$ cat config.mk
export PLATFORM = sky130hd
export DESIGN_NAME = pattern_prbs_gen
export DESIGN_NICKNAME = d
export VERILOG_FILES = /design/src/rtl/pattern_prbs_gen_pkg.sv /design/src/rtl/prbs15_byte_lfsr.sv /design/src/rtl/pattern_prbs_gen.sv
export SDC_FILE = /design/constraint.sdc
export NUM_CORES = 1
export LEC_CHECK = 0
export BUFFER_PORTS_ARGS = -buffer_cell sky130_fd_sc_hd__buf_2
export CORE_MARGIN = 2
export CORE_UTILIZATION = 60
export DETAILED_ROUTE_END_ITERATION = 8
export PLACE_DENSITY = 0.83
export SLEW_MARGIN = 20
export SYNTH_ARGS = -nofsm -noshare
export SYNTH_HDL_FRONTEND = slang
export SYNTH_SLANG_ARGS = --single-unit
export TNS_END_PERCENT = 20
$ cat constraint.sdc
create_clock -name clk -period 2.6 [get_ports clk]
set_input_delay 0 -clock clk [delete_from_list [all_inputs] [get_ports clk]]
set_output_delay 0 -clock clk [all_outputs]
set_load 0.01 [all_outputs]
$ cat src/rtl/pattern_prbs_gen_pkg.sv
// Shared types and constants for the sync-word + PRBS-15 stream generator.
package pattern_prbs_gen_pkg;

   typedef enum logic [1:0] {
      ST_IDLE    = 2'd0,
      ST_PATTERN = 2'd1,
      ST_PRBS    = 2'd2
   } state_e;

   localparam logic [14:0] PRBS15_SEED    = 15'h7FFF;
   localparam int          PRBS15_TAP_A   = 14;
   localparam int          PRBS15_TAP_B   = 13;
   localparam int          BYTES_PER_WORD = 4;

endpackage

$ cat src/rtl/prbs15_byte_lfsr.sv
// PRBS-15 (x^15 + x^14 + 1) generator advancing eight bit-steps per step.
// byte_o always shows the byte the next step will produce, first bit in [0].
module prbs15_byte_lfsr
   import pattern_prbs_gen_pkg::*;
(
   input  logic       clk,
   input  logic       rst,
   input  logic       step,
   output logic [7:0] byte_o
);

   logic [14:0] lfsr_q;
   logic [14:0] lfsr_d;
   logic [14:0] walk;
   logic        nb;

   // Unroll eight serial LFSR steps to get the next byte and the state after it.
   always_comb begin
      walk   = lfsr_q;
      nb     = 1'b0;
      byte_o = 8'h00;
      for (int i = 0; i < 8; i++) begin
         nb        = walk[PRBS15_TAP_A] ^ walk[PRBS15_TAP_B];
         byte_o[i] = nb;
         walk      = {walk[13:0], nb};
      end
      lfsr_d = walk;
   end

   // LFSR state register; only moves when the byte is consumed.
   always_ff @(posedge clk or negedge rst) begin
      if (!rst) begin
         lfsr_q <= PRBS15_SEED;
      end else if (step) begin
         lfsr_q <= lfsr_d;
      end
   end

endmodule

$ cat src/rtl/pattern_prbs_gen.sv
// Byte stream source: n repetitions of a 32-bit sync word (LSB byte first)
// followed by an endless PRBS-15 payload, one byte per enabled clock.
//
// state      | meaning
// -----------+------------------------------------------------------------
// ST_IDLE    | waiting for first enable; latches pattern/n on that edge
// ST_PATTERN | emitting sync-word bytes; fin_q marks the last one is out
// ST_PRBS    | emitting PRBS-15 bytes until reset
module pattern_prbs_gen
   import pattern_prbs_gen_pkg::*;
#(
   parameter int N_DEF = 4
) (
   input  logic        clk,
   input  logic        rst,
   input  logic        enable,
   input  logic [31:0] pattern,
   input  logic [7:0]  n,
   output logic [7:0]  byte_out,
   output logic        byte_valid,
   output logic        pattern_done
);

   localparam logic [1:0] IDX_LAST = 2'(BYTES_PER_WORD - 1);

   state_e      state_q, state_d;
   logic [1:0]  idx_q, idx_d;
   logic [7:0]  rep_q, rep_d;
   logic [31:0] pat_q, pat_d;
   logic [7:0]  n_q, n_d;
   logic        fin_q, fin_d;
   logic [7:0]  byte_q, byte_d;
   logic        valid_q, valid_d;
   logic        lfsr_step;
   logic [7:0]  prbs_byte;

   prbs15_byte_lfsr u_lfsr (
      .clk    (clk),
      .rst    (rst),
      .step   (lfsr_step),
      .byte_o (prbs_byte)
   );

   // Next-state and output byte selection; everything holds when enable is low.
   always_comb begin
      state_d   = state_q;
      idx_d     = idx_q;
      rep_d     = rep_q;
      pat_d     = pat_q;
      n_d       = n_q;
      fin_d     = fin_q;
      byte_d    = byte_q;
      valid_d   = 1'b0;
      lfsr_step = 1'b0;
      if (enable) begin
         valid_d = 1'b1;
         case (state_q)
            ST_IDLE: begin
               pat_d = pattern;
               n_d   = n;
               rep_d = 8'd0;
               fin_d = 1'b0;
               if (n == 8'd0) begin
                  byte_d    = prbs_byte;
                  lfsr_step = 1'b1;
                  idx_d     = 2'd0;
                  state_d   = ST_PRBS;
               end else begin
                  byte_d  = pattern[7:0];
                  idx_d   = 2'd1;
                  state_d = ST_PATTERN;
               end
            end
            ST_PATTERN: begin
               if (fin_q) begin
                  // Last sync byte already went out: payload starts with no gap.
                  byte_d    = prbs_byte;
                  lfsr_step = 1'b1;
                  fin_d     = 1'b0;
                  state_d   = ST_PRBS;
               end else begin
                  byte_d = pat_q[{idx_q, 3'b000} +: 8];
                  fin_d  = (idx_q == IDX_LAST) && (rep_q == n_q - 8'd1);
                  if (idx_q == IDX_LAST) begin
                     idx_d = 2'd0;
                     rep_d = rep_q + 8'd1;
                  end else begin
                     idx_d = idx_q + 2'd1;
                  end
               end
            end
            ST_PRBS: begin
               byte_d    = prbs_byte;
               lfsr_step = 1'b1;
            end
            default: begin
               state_d = ST_IDLE;
            end
         endcase
      end
   end

   // State, counters, latched configuration and the registered output byte.
   always_ff @(posedge clk or negedge rst) begin
      if (!rst) begin
         state_q <= ST_IDLE;
         idx_q   <= 2'd0;
         rep_q   <= 8'd0;
         pat_q   <= 32'd0;
         n_q     <= 8'd0;
         fin_q   <= 1'b0;
         byte_q  <= 8'h00;
         valid_q <= 1'b0;
      end else begin
         state_q <= state_d;
         idx_q   <= idx_d;
         rep_q   <= rep_d;
         pat_q   <= pat_d;
         n_q     <= n_d;
         fin_q   <= fin_d;
         byte_q  <= byte_d;
         valid_q <= valid_d;
      end
   end

   assign byte_out     = byte_q;
   assign byte_valid   = valid_q;
   assign pattern_done = (state_q == ST_PRBS);

endmodule

==> run_results.csv, run 1 <==
group,metric,value,unit
status,outcome,"finished clean",
sta,period_needed,2.220,ns
clocking,htreeDepth,3,
yosys,synthArstFlopShare,100.0,%
cells_and_area,layout.area.seq,1946,sq um
cells_and_area,final_common_cell,"dfrtp_1",
floorplanning,die_w,84.59,microns
yosys,synth_xor_area_share,4.721,%
placed_design,placed_cell_area,4225,sq um
clocking,cts-root-buf,"clkbuf_8",
cells_and_area,layout-drive-gt1-share,35.14,%
setup_path,critical_path_class,"reg -> reg",
power,p_leak,2.099,nW
sta,finalSetupTns,0,ns
power,powerDensity,1180,nW/um^2
placed_design,gp_congestion,0.7815,
yosys,synth-seq-cells,77,
power,vdd_ir_drop_max,0.8372,mV
clocking,cts_resized,0,
yosys,synth_edf_count,0,
sta,fmax,450.5,MHz
cells_and_area,fillers,372,
yosys,syn-instance-count,324,
placed_design,port_buffers,52,
routing,dr.pass1.iters,7,
clocking,cts.sinks,77,
setup_path,critPathMaxFanout,11,
yosys,synth_mux_area_share,20.26,%
yosys,ys.flop_type,"dfrtp_1",
sta,maxSlewHeadroom,38.74,%
cells_and_area,nets,469,
global_routing,grt_pass1_vias,3316,
routing,drt_iter0_markers,227,
sta,setup_viol,0,
yosys,yosysUniqueCellTypes,49,
sta,fin_crit_sh,85.38,%
worst_hold_path,min_path_type,"in -> async",
yosys,synth_top_family_by_area,"multiplexers",
clocking,clk_latency,0.35,ns
setup_path,cp-end-kind,"register",
clocking,cts.path.max_buffers,2,
sta,skew,0.008836,ns
sta,worst_slew_pin_slew,0.9189,ns
cells_and_area,final_cell_mix,"dfrtp_1 (62), buf_2 (51), mux2_2 (45), dlygate4sd3_1 (42)",
yosys,netlist_area,3896,sq um
yosys,synthAdderAreaFrac,2.248,%
sta,finalHoldViolCount,0,
global_routing,antenna_found_initial,0,
routing,drcViolationCount,0,
floorplanning,pin_count,53,
cells_and_area,design_area,4870,sq um
clocking,cts_tree,"yes",
cells_and_area,final_util,77.13,%
cells_and_area,area_delta_synth_final,24.98,%
setup_path,crit_arrival,2.41,ns
yosys,postSynthAreaPerCell,12.03,sq um
clocking,cts_buffers,9,
power,p_total,5.746,mW
floorplanning,rows,29,
yosys,synth-simple-area-share,9.409,%
clocking,clkTransAtPathRegs,0.08,ns
floorplanning,die_y,84.59,microns
routing,via_count,3139,
global_routing,grt_pass1_wl,16880,microns
floorplanning,core,6314,sq um
yosys,ys_warn_count,0,
routing,ant_nets,0,
routing,vias_per_cell,6.265,
placed_design,dpl.hpwl,5559,microns
flow_run,cap_violations,0,
setup_path,cp.required,2.79,ns
floorplanning,initial_core_util,61.71,%
routing,drt_wl_total,10260,microns
floorplanning,die_area,7155,sq um
routing,post_drt_wl_per_cell,20.48,microns
global_routing,grt-ovfl-total,0,
setup_path,start_kind,"register",
yosys,synth_compound_area_share,10.08,%
sta,finalMaxSlewViolations,0,
sta,rsz0062_at_grt,"no",
global_routing,grt_use_total,30.72,%
yosys,seq_area_frac_synth,49.94,%
cells_and_area,antenna_cells,0,
setup_path,reg2reg_setup_slack,0.38,ns
cells_and_area,multiInputGateArea,1823,sq um
yosys,synth_nets,374,
global_routing,grt_max_degree,78,
==> cells by family after synthesis <==
| kind of cell | after synthesis |
|---|---|
| DFF | 77 |
| and+or+nand+nor | 65 |
| muxes | 63 |
| AOI/OAI and AO/OA | 60 |
| buffers and inverters | 31 |
| xor gates and xnor gates | 21 |
| adders and majority gates | 7 |
==> cell usage after synthesis (all sizes together) (2+ instances only) <==
master / number / share of area [%]
a211oi: 8 / 1.5
a21oi: 14 / 1.9
buf: 8 / 1.1
clkbuf: 7 / 0.67
dfrtp: 62 / 40
dfstp: 15 / 10
ha: 7 / 2.2
inv: 16 / 1.5
mux2: 47 / 14
mux2i: 8 / 2.1
mux4: 8 / 4.6
nand2: 18 / 1.7
nand2b: 4 / 0.64
nand3: 3 / 0.39
nand4: 3 / 0.48
nor2: 10 / 0.96
nor2b: 2 / 0.32
nor3: 9 / 1.2
nor4: 4 / 1.3
nor4b: 2 / 0.45
o2111ai: 2 / 0.45
o211ai: 2 / 0.39
o21ai: 16 / 2.1
o22ai: 2 / 0.32
o31ai: 8 / 1.5
or3: 2 / 0.32
or4: 3 / 0.67
xnor2: 17 / 3.8
xor2: 4 / 0.90
==> area by class of cell <==
type	instances	share of cell area [%]
inverter	16	1.233
clock buffer	10	2.826
clock inverter	6	1.773
timing repair buffer	99	14.80
tap	77	1.978
sequential	77	39.95
multi-input combinational	216	37.44
==> flip-flops by register name, indices dropped and copies added, names as in the netlist <==
signal         count
byte_valid         1
u_lfsr.lfsr_q     15
idx_q              2
fin_q              1
byte_out           8
pat_q             32
n_q                8
state_q            2
rep_q              8
==> stage by stage <==
stage | hold WS [ns] | std cells | worst slack (ns)
6_report | 0.3564 | 501 | 0.3801
5_1_grt | 0.4119 | 501 | 0.2794
4_1_cts | 0.3669 | 501 | 0.5412
3_5_place_dp | 0.2024 | 443 | 0.5651
3_3_place_gp | 0.1965 | 443 | 0.7153
2_1_floorplan | -0.2956 | 324 | 0.8353
==> critical path: stages (launching register included) <==
cell     delay, ns
dfrtp_1       0.41
inv_1         0.10
ha_1          0.32
a21oi_1       0.63
o21ai_0       0.27
a21oi_1       0.22
o31ai_1       0.12
==> routing by layer <==
layer | track usage (%) | vias up | routed length, microns
li1 | - | 1365 | -
met1 | 38.95 | 1517 | 4042
met2 | 49.96 | 203 | 4928
met3 | 7.276 | 54 | 778
met5 | 0 | - | 0
met4 | 14.86 | 0 | 509
==> power by group <==
group / internal (mW) / switching [mW]
registers: 1.84 / 0.465
logic: 1.18 / 1.25
clock network: 0.565 / 0.447
total: 3.58 / 2.16
==> what timing repair did <==
action                                 4_1_cts  5_1_grt
hold buffers                                42        0
setup buffers                                0        0
endpoints found under the hold margin      103        0
==> path summary, 6_finish.rpt <==
check	from	to	cells after the start
worst max-delay path	state_q[1]	byte_out[4]	6
worst min-delay path	rst	fin_q	2
worst max register to register	state_q[1]	byte_out[4]	6
worst min register to register	u_lfsr.lfsr_q[1]	u_lfsr.lfsr_q[1]	2
max in group asynchronous	rst	byte_out[4]	2
min in group clk	pattern[22]	pat_q[22]	3
Note: power is estimated with default switching activity, not from simulation.
==> inputs of run 2 (changes only) <==
Settings changed: CORE_UTILIZATION 60 to 57, PLACE_DENSITY 0.83 to 0.79, SETUP_SLACK_MARGIN set to 0.4, SKIP_LAST_GASP set to 1.
Clock period 2.6 ns to 2.1 ns, I/O delays scaled along.
==> run_results.csv, run 2 (synthesized netlist as in run 1, its figures left out) <==
group,metric,value,unit
setup_path,cp_top_family,"flip-flops",
floorplanning,pin_count,53,
routing,vias_per_cell,5.944,
placed_design,gp_congestion,0.8851,
placed_design,port_buffers,52,
sta,skew,0.005352,ns
sta,finalMaxSlewViolations,0,
clocking,clkTransAtPathRegs,0.08,ns
global_routing,grt_pass1_wl,14920,microns
setup_path,cp.buffers_inverters,2,
routing,via_count,3085,
routing,post_drt_wl_per_cell,19.23,microns
clocking,htreeDepth,3,
status,outcome,"finished clean",
power,p_total,7.272,mW
cells_and_area,largest-register,"pat_q",
global_routing,antenna_found_initial,0,
clocking,cts-root-buf,"clkbuf_8",
cells_and_area,largest_reg_flops,32,
setup_path,r2r.worst_path.cells,6,
worst_hold_path,min_path_type,"in -> reg",
cells_and_area,layout-drive-gt1-share,40.77,%
routing,ant_nets,0,
cells_and_area,final_common_cell,"dfrtp_1",
sta,finalHoldViolCount,0,
power,powerDensity,1422,nW/um^2
cells_and_area,final_cell_mix,"dfrtp_1 (62), buf_2 (51), mux2_2 (45), dlygate4sd3_1 (42)",
placed_design,dpl.hpwl,5803,microns
setup_path,start_kind,"register",
clocking,cts_tree,"yes",
setup_path,regToRegEndpoint,"u_lfsr.lfsr_q[8]",
global_routing,grt-ovfl-total,0,
cells_and_area,top_regs,"pat_q: 32 flops, u_lfsr.lfsr_q: 15 flops",
flow_run,cap_violations,0,
floorplanning,initial_core_util,57.99,%
global_routing,grt_max_degree,47,
placed_design,pre_cts_slack,0.2176,ns
setup_path,reg2reg_setup_slack,0.38,ns
clocking,cts.sinks,77,
sta,maxSlewHeadroom,60.97,%
cells_and_area,area_delta_synth_final,31.21,%
sta,worst_slew_pin_slew,0.5854,ns
routing,drt_wl_total,9980,microns
clocking,clk_latency,0.36,ns
routing,drcViolationCount,0,
setup_path,cp.required,2.38,ns
cells_and_area,antenna_cells,0,
clocking,cts.path.max_buffers,2,
floorplanning,die_y,86.68,microns
sta,fmax,582.6,MHz
global_routing,grt_pass1_vias,3075,
sta,fin_ws,0.3835,ns
clocking,cts_buffers,9,
routing,dr.pass1.iters,5,
worst_hold_path,hold_end,"state_q[1]",
worst_hold_path,min_from,"n[1]",
sta,setup_viol,0,
setup_path,slowest_delay,0.41,ns
sta,period_needed,1.716,ns
setup_path,cp-end-kind,"register",
setup_path,critical_path_class,"reg -> reg",
floorplanning,core,6719,sq um
routing,drt_iter0_markers,263,
cells_and_area,nets,484,
floorplanning,rows,30,
setup_path,rr_startpoint,"state_q[1]",
floorplanning,die_w,86.68,microns
global_routing,grt_use_total,26.34,%
setup_path,cpMaxStageDelayCell,"dfrtp_1",
power,p_leak,2.180,nW
worst_hold_path,holdPathStages,4,
setup_path,critPathMaxFanout,8,
setup_path,cp-startpoint,"state_q[1]",
sta,finalSetupTns,0,ns
floorplanning,die_area,7513,sq um
sta,fin_crit_sh,81.74,%
sta,rsz0062_at_grt,"yes",
setup_path,path_cells,"buf_4, ha_1, nand2b_1, a21oi_4, buf_12, mux2_2",
power,vdd_ir_drop_max,0.7462,mV
setup_path,crit_arrival,2.00,ns
cells_and_area,fillers,392,
==> run 2: how the worst max path moves through the flow <==
stage                                    to  slack (ns)  cells past startpoint
after floorplan           u_lfsr.lfsr_q[13]        0.39                      6
after global placement             rep_q[6]        0.33                      6
after detailed placement           rep_q[6]        0.22                      6
after CTS                             fin_q        0.37                      6
after global routing                  fin_q        0.34                      6
final                      u_lfsr.lfsr_q[8]        0.38                      6
==> run 2: cell type report <==
type                    instances  area (sq um)  share of cell area, %
multi-input cells             216          1939                  37.93
clock inverters                 6         63.81                  1.248
well taps                      80         100.1                  1.958
inverters                      16         60.06                  1.175
repair buffers                114         875.8                  17.13
clock buffers                  10         127.6                  2.496
flip-flops and latches         77          1946                  38.06
==> run 2: layer usage <==
metal  global-route usage [%]  wire [microns]  up-vias
met5                        0               0        -
met4                    14.35             319        0
met3                    4.762             439       34
met2                    42.45            4988      121
met1                    33.86            4232     1532
li1                         -               -     1398
==> run 2: report_power, final <==
| group | switching (mW) | total [mW] | internal (mW) |
|---|---|---|---|
| sequential | 0.521 | 2.79 | 2.27 |
| combinational | 1.61 | 3.37 | 1.76 |
| clock | 0.563 | 1.11 | 0.547 |
| total | 2.69 | 7.27 | 4.58 |
==> run 2: per-stage QoR <==
stage	hold WS, ns	cells	cell area [sq um]	util [%]
final	0.08834	519	5112	76.09
after global routing	0.08828	519	5112	76.09
after CTS	0.04764	512	4976	74.06
after detailed placement	0.04105	450	4292	63.87
after global placement	0.03733	450	4292	63.87
after floorplan	-0.2956	324	3906	-
==> run 2: timing repair <==
item | CTS | global route
hold buffers | 42 | 0
buffers inserted | 4 | 6
hold endpoints to repair | 73 | 0
gates cloned | 0 | 1
endpoints found under the setup margin | 37 | 54
pin swaps | 1 | 5
gates resized for setup | 10 | 13
==> run 2: tightest hold or removal path, delay by kind of cell <==
family / cells / cell delay (ns)
simple gates: 2 / 0.17
buf+inv: 1 / 0.12
compound gates: 1 / 0.11
==> inputs of run 3 (changes only) <==
Settings changed: ABC_AREA set to 1, CORE_UTILIZATION 57 to 58, PLACE_DENSITY 0.79 to 0.8.
Clock period 2.1 ns to 1.7 ns, I/O delays scaled along.
==> run_results.csv, run 3 <==
group,metric,value,unit
yosys,synth_nets,525,
yosys,synth_most_common_cell,"nand2_1",
global_routing,grt-ovfl-total,0,
yosys,synth_mux_area_share,8.693,%
setup_path,reg2reg_setup_slack,0.09,ns
sta,skew,0.007386,ns
sta,finalMaxSlewViolations,0,
yosys,yosysUniqueCellTypes,32,
yosys,synthArstFlopShare,100.0,%
cells_and_area,final_util,81.04,%
yosys,postSynthAreaPerCell,8.727,sq um
setup_path,cp-startpoint,"state_q[0]",
sta,fmax,622.7,MHz
status,outcome,"finished clean",
routing,drt_wl_total,11320,microns
yosys,syn-instance-count,475,
floorplanning,die_y,88.54,microns
sta,finalHoldViolCount,0,
clocking,clk_latency,0.35,ns
yosys,synth-simple-area-share,25.38,%
yosys,yosysTopAreaCellShare,37.43,%
clocking,cts-root-buf,"clkbuf_8",
cells_and_area,nets,648,
routing,ant_nets,0,
yosys,synth_top_area_cell,"dfrtp_1",
power,sw_frac_of_total,42.32,%
power,p_leak,2.688,nW
global_routing,grt_use_total,29.84,%
sta,maxSlewHeadroom,64.43,%
setup_path,crit_arrival,1.88,ns
global_routing,grt_max_degree,50,
power,power.internal,5.580,mW
setup_path,cp.required,1.97,ns
yosys,synth-seq-cells,77,
sta,fin_crit_sh,94.46,%
power,vdd_ir_drop_max,0.9098,mV
cells_and_area,final_common_cell,"nand2_1",
routing,via_count,3884,
floorplanning,die_area,7839,sq um
global_routing,antenna_found_initial,0,
setup_path,r2r.worst_path.cells,9,
yosys,ys.flop_type,"dfrtp_1",
clocking,htreeDepth,3,
setup_path,worstSetupEndpoint,"u_lfsr.lfsr_q[3]",
cells_and_area,largest_reg_flops,32,
clocking,cts.path.max_buffers,2,
sta,period_needed,1.606,ns
sta,worst_slew_pin_slew,0.5317,ns
clocking,cts_buffers,9,
setup_path,critPathMaxFanout,15,
flow_run,cap_violations,0,
global_routing,grt_pass1_vias,3873,
setup_path,cpMaxStageDelayCell,"dfrtp_1",
placed_design,pre_cts_slack,0.03657,ns
clocking,cts.sinks,77,
cells_and_area,layout-drive-gt1-share,34.83,%
yosys,seq_area_frac_synth,46.94,%
floorplanning,pin_count,53,
sta,fin_hold_ws,0.1201,ns
setup_path,start_kind,"register",
power,p_total,9.674,mW
yosys,synth_xor_area_share,3.381,%
routing,dr.pass1.iters,5,
sta,rsz0062_at_grt,"yes",
setup_path,path_cells,"buf_6, ha_4, nand2_4, inv_6, nor2_4, buf_4, a21oi_4, buf_12, o21ai_0",
setup_path,cp-end-kind,"register",
floorplanning,core,6869,sq um
routing,drt_iter0_markers,308,
placed_design,dpl.hpwl,6750,microns
yosys,synth_top_family_by_area,"simple AND/OR/NAND/NOR gates",
power,seqPwrFrac,35.1,%
setup_path,regToRegEndpoint,"u_lfsr.lfsr_q[3]",
sta,fin_ws,0.09412,ns
yosys,synth_compound_area_share,6.852,%
placed_design,port_buffers,52,
placed_design,gp_congestion,0.8868,
yosys,synthAdderAreaFrac,2.113,%
clocking,cts_tree,"yes",
cells_and_area,final_cell_mix,"nand2_1 (118), dfrtp_1 (62), nand3_1 (52), buf_2 (51), dlygate4sd3_1 (42)",
power,switchingPower,4.094,mW
yosys,synth_edf_count,0,
power,pwr-share-comb,51.7,%
floorplanning,die_w,88.54,microns
yosys,synth.area.top_cells,"dfrtp_1 (37%), nand2_1 (12%), dfstp_2 (9.5%)",
power,powerDensity,1738,nW/um^2
floorplanning,rows,30,
worst_hold_path,min_path_type,"in -> reg",
yosys,netlist_area,4145,sq um
clocking,clkTransAtPathRegs,0.08,ns
cells_and_area,largest-register,"pat_q",
setup_path,rr_startpoint,"state_q[0]",
cells_and_area,top_regs,"pat_q: 32 flops, u_lfsr.lfsr_q: 15 flops",
yosys,yosys-top-cells-count,"nand2_1 (131), dfrtp_1 (62), nand3_1 (58)",
floorplanning,initial_core_util,60.35,%
setup_path,slowest_delay,0.43,ns
routing,drcViolationCount,0,
yosys,ys_warn_count,0,
setup_path,critical_path_class,"reg -> reg",
routing,post_drt_wl_per_cell,16.20,microns
cells_and_area,area_delta_synth_final,34.29,%
routing,vias_per_cell,5.557,
power,clock_power_share,13.2,%
cells_and_area,antenna_cells,0,
global_routing,grt_pass1_wl,17840,microns
sta,setup_viol,0,
==> run 3: cell types whose count changed after synthesis, sizes merged, moves of 15 or more <==
cell,previous run,this run
nor2,10,31
xnor2,17,1
o21ai,16,36
inv,16,46
nand3,3,58
mux2,47,32
nand2,18,134
==> run 3: final cells by class <==
type,count,area [sq um]
clock buffer,13,158.9
tap,96,120.1
sequential,77,1946
inverter,49,193.9
clock inverter,3,22.52
timing repair buffer,127,1013
multi-input combinational,334,2112
fill,410,1303
==> run 3: power groups by stage <==
stage | combinational (mW) | sequential [mW] | clock (mW)
floorplan | 2.99 | 3.20 | 0
global placement | 3.94 | 3.28 | 0
detailed placement | 4.06 | 3.33 | 0
CTS | 4.47 | 3.31 | 1.30
global route | 5.50 | 3.48 | 1.38
finish | 5.00 | 3.39 | 1.28
==> run 3: logic make-up (layout without fill, tap and decap cells) <==
logic type | count (synthesis) | after routing
and+or+nand+nor | 233 | 233
DFF | 77 | 77
buffers and inverters | 64 | 192
AOI/OAI and AO/OA | 46 | 46
muxes | 32 | 32
xor gates and xnor gates | 16 | 16
adders and majority gates | 7 | 7
==> run 3: repair_timing <==
| item | CTS | global route |
|---|---|---|
| hold buffers | 42 | 0 |
| cloned | 0 | 1 |
| endpoints found under the hold margin | 91 | 0 |
| setup buffers | 8 | 7 |
| endpoints found under the setup margin | 69 | 72 |
| pin swaps | 9 | 10 |
| gates resized for setup | 27 | 26 |
==> run 3: critical path: cells and delay by family, from the launching register on <==
family          cells  cell delay (ns)
fa+ha+maj           1             0.19
flops               1             0.43
compound gates      2             0.19
simple gates        2             0.23
buf+inv             4             0.47
==> run 3: how the worst min path moves through the flow <==
stage / cells past startpoint / endpoint / slack [ns] / startpoint
2_1_floorplan: 0 / byte_out[0] / -0.30 / rst
3_3_place_gp: 1 / n_q[4] / -0.03 / rst
3_5_place_dp: 1 / n_q[4] / -0.02 / rst
4_1_cts: 5 / byte_out[4] / 0.09 / enable
5_1_grt: 5 / state_q[1] / 0.14 / enable
6_report: 5 / state_q[1] / 0.12 / enable
==> run 3: metrics by stage <==
step           setup TNS (ns)  instance area, sq um  instances
3_5_place_dp                0                  4636        625
5_1_grt              -0.04954                  5567        699
6_report                    0                  5567        699
2_1_floorplan               0                  4168        475
3_3_place_gp                0                  4636        625
4_1_cts                     0                  5383        691
==> run 3: metal layers <==
layer | global-route usage, % | vias up | share of wire (%)
met1 | 34.10 | 1870 | 38
met5 | 0 | - | 0
met2 | 52.22 | 173 | 52
met4 | 15.70 | 0 | 4.7
li1 | - | 1786 | -
met3 | 6.623 | 55 | 4.8
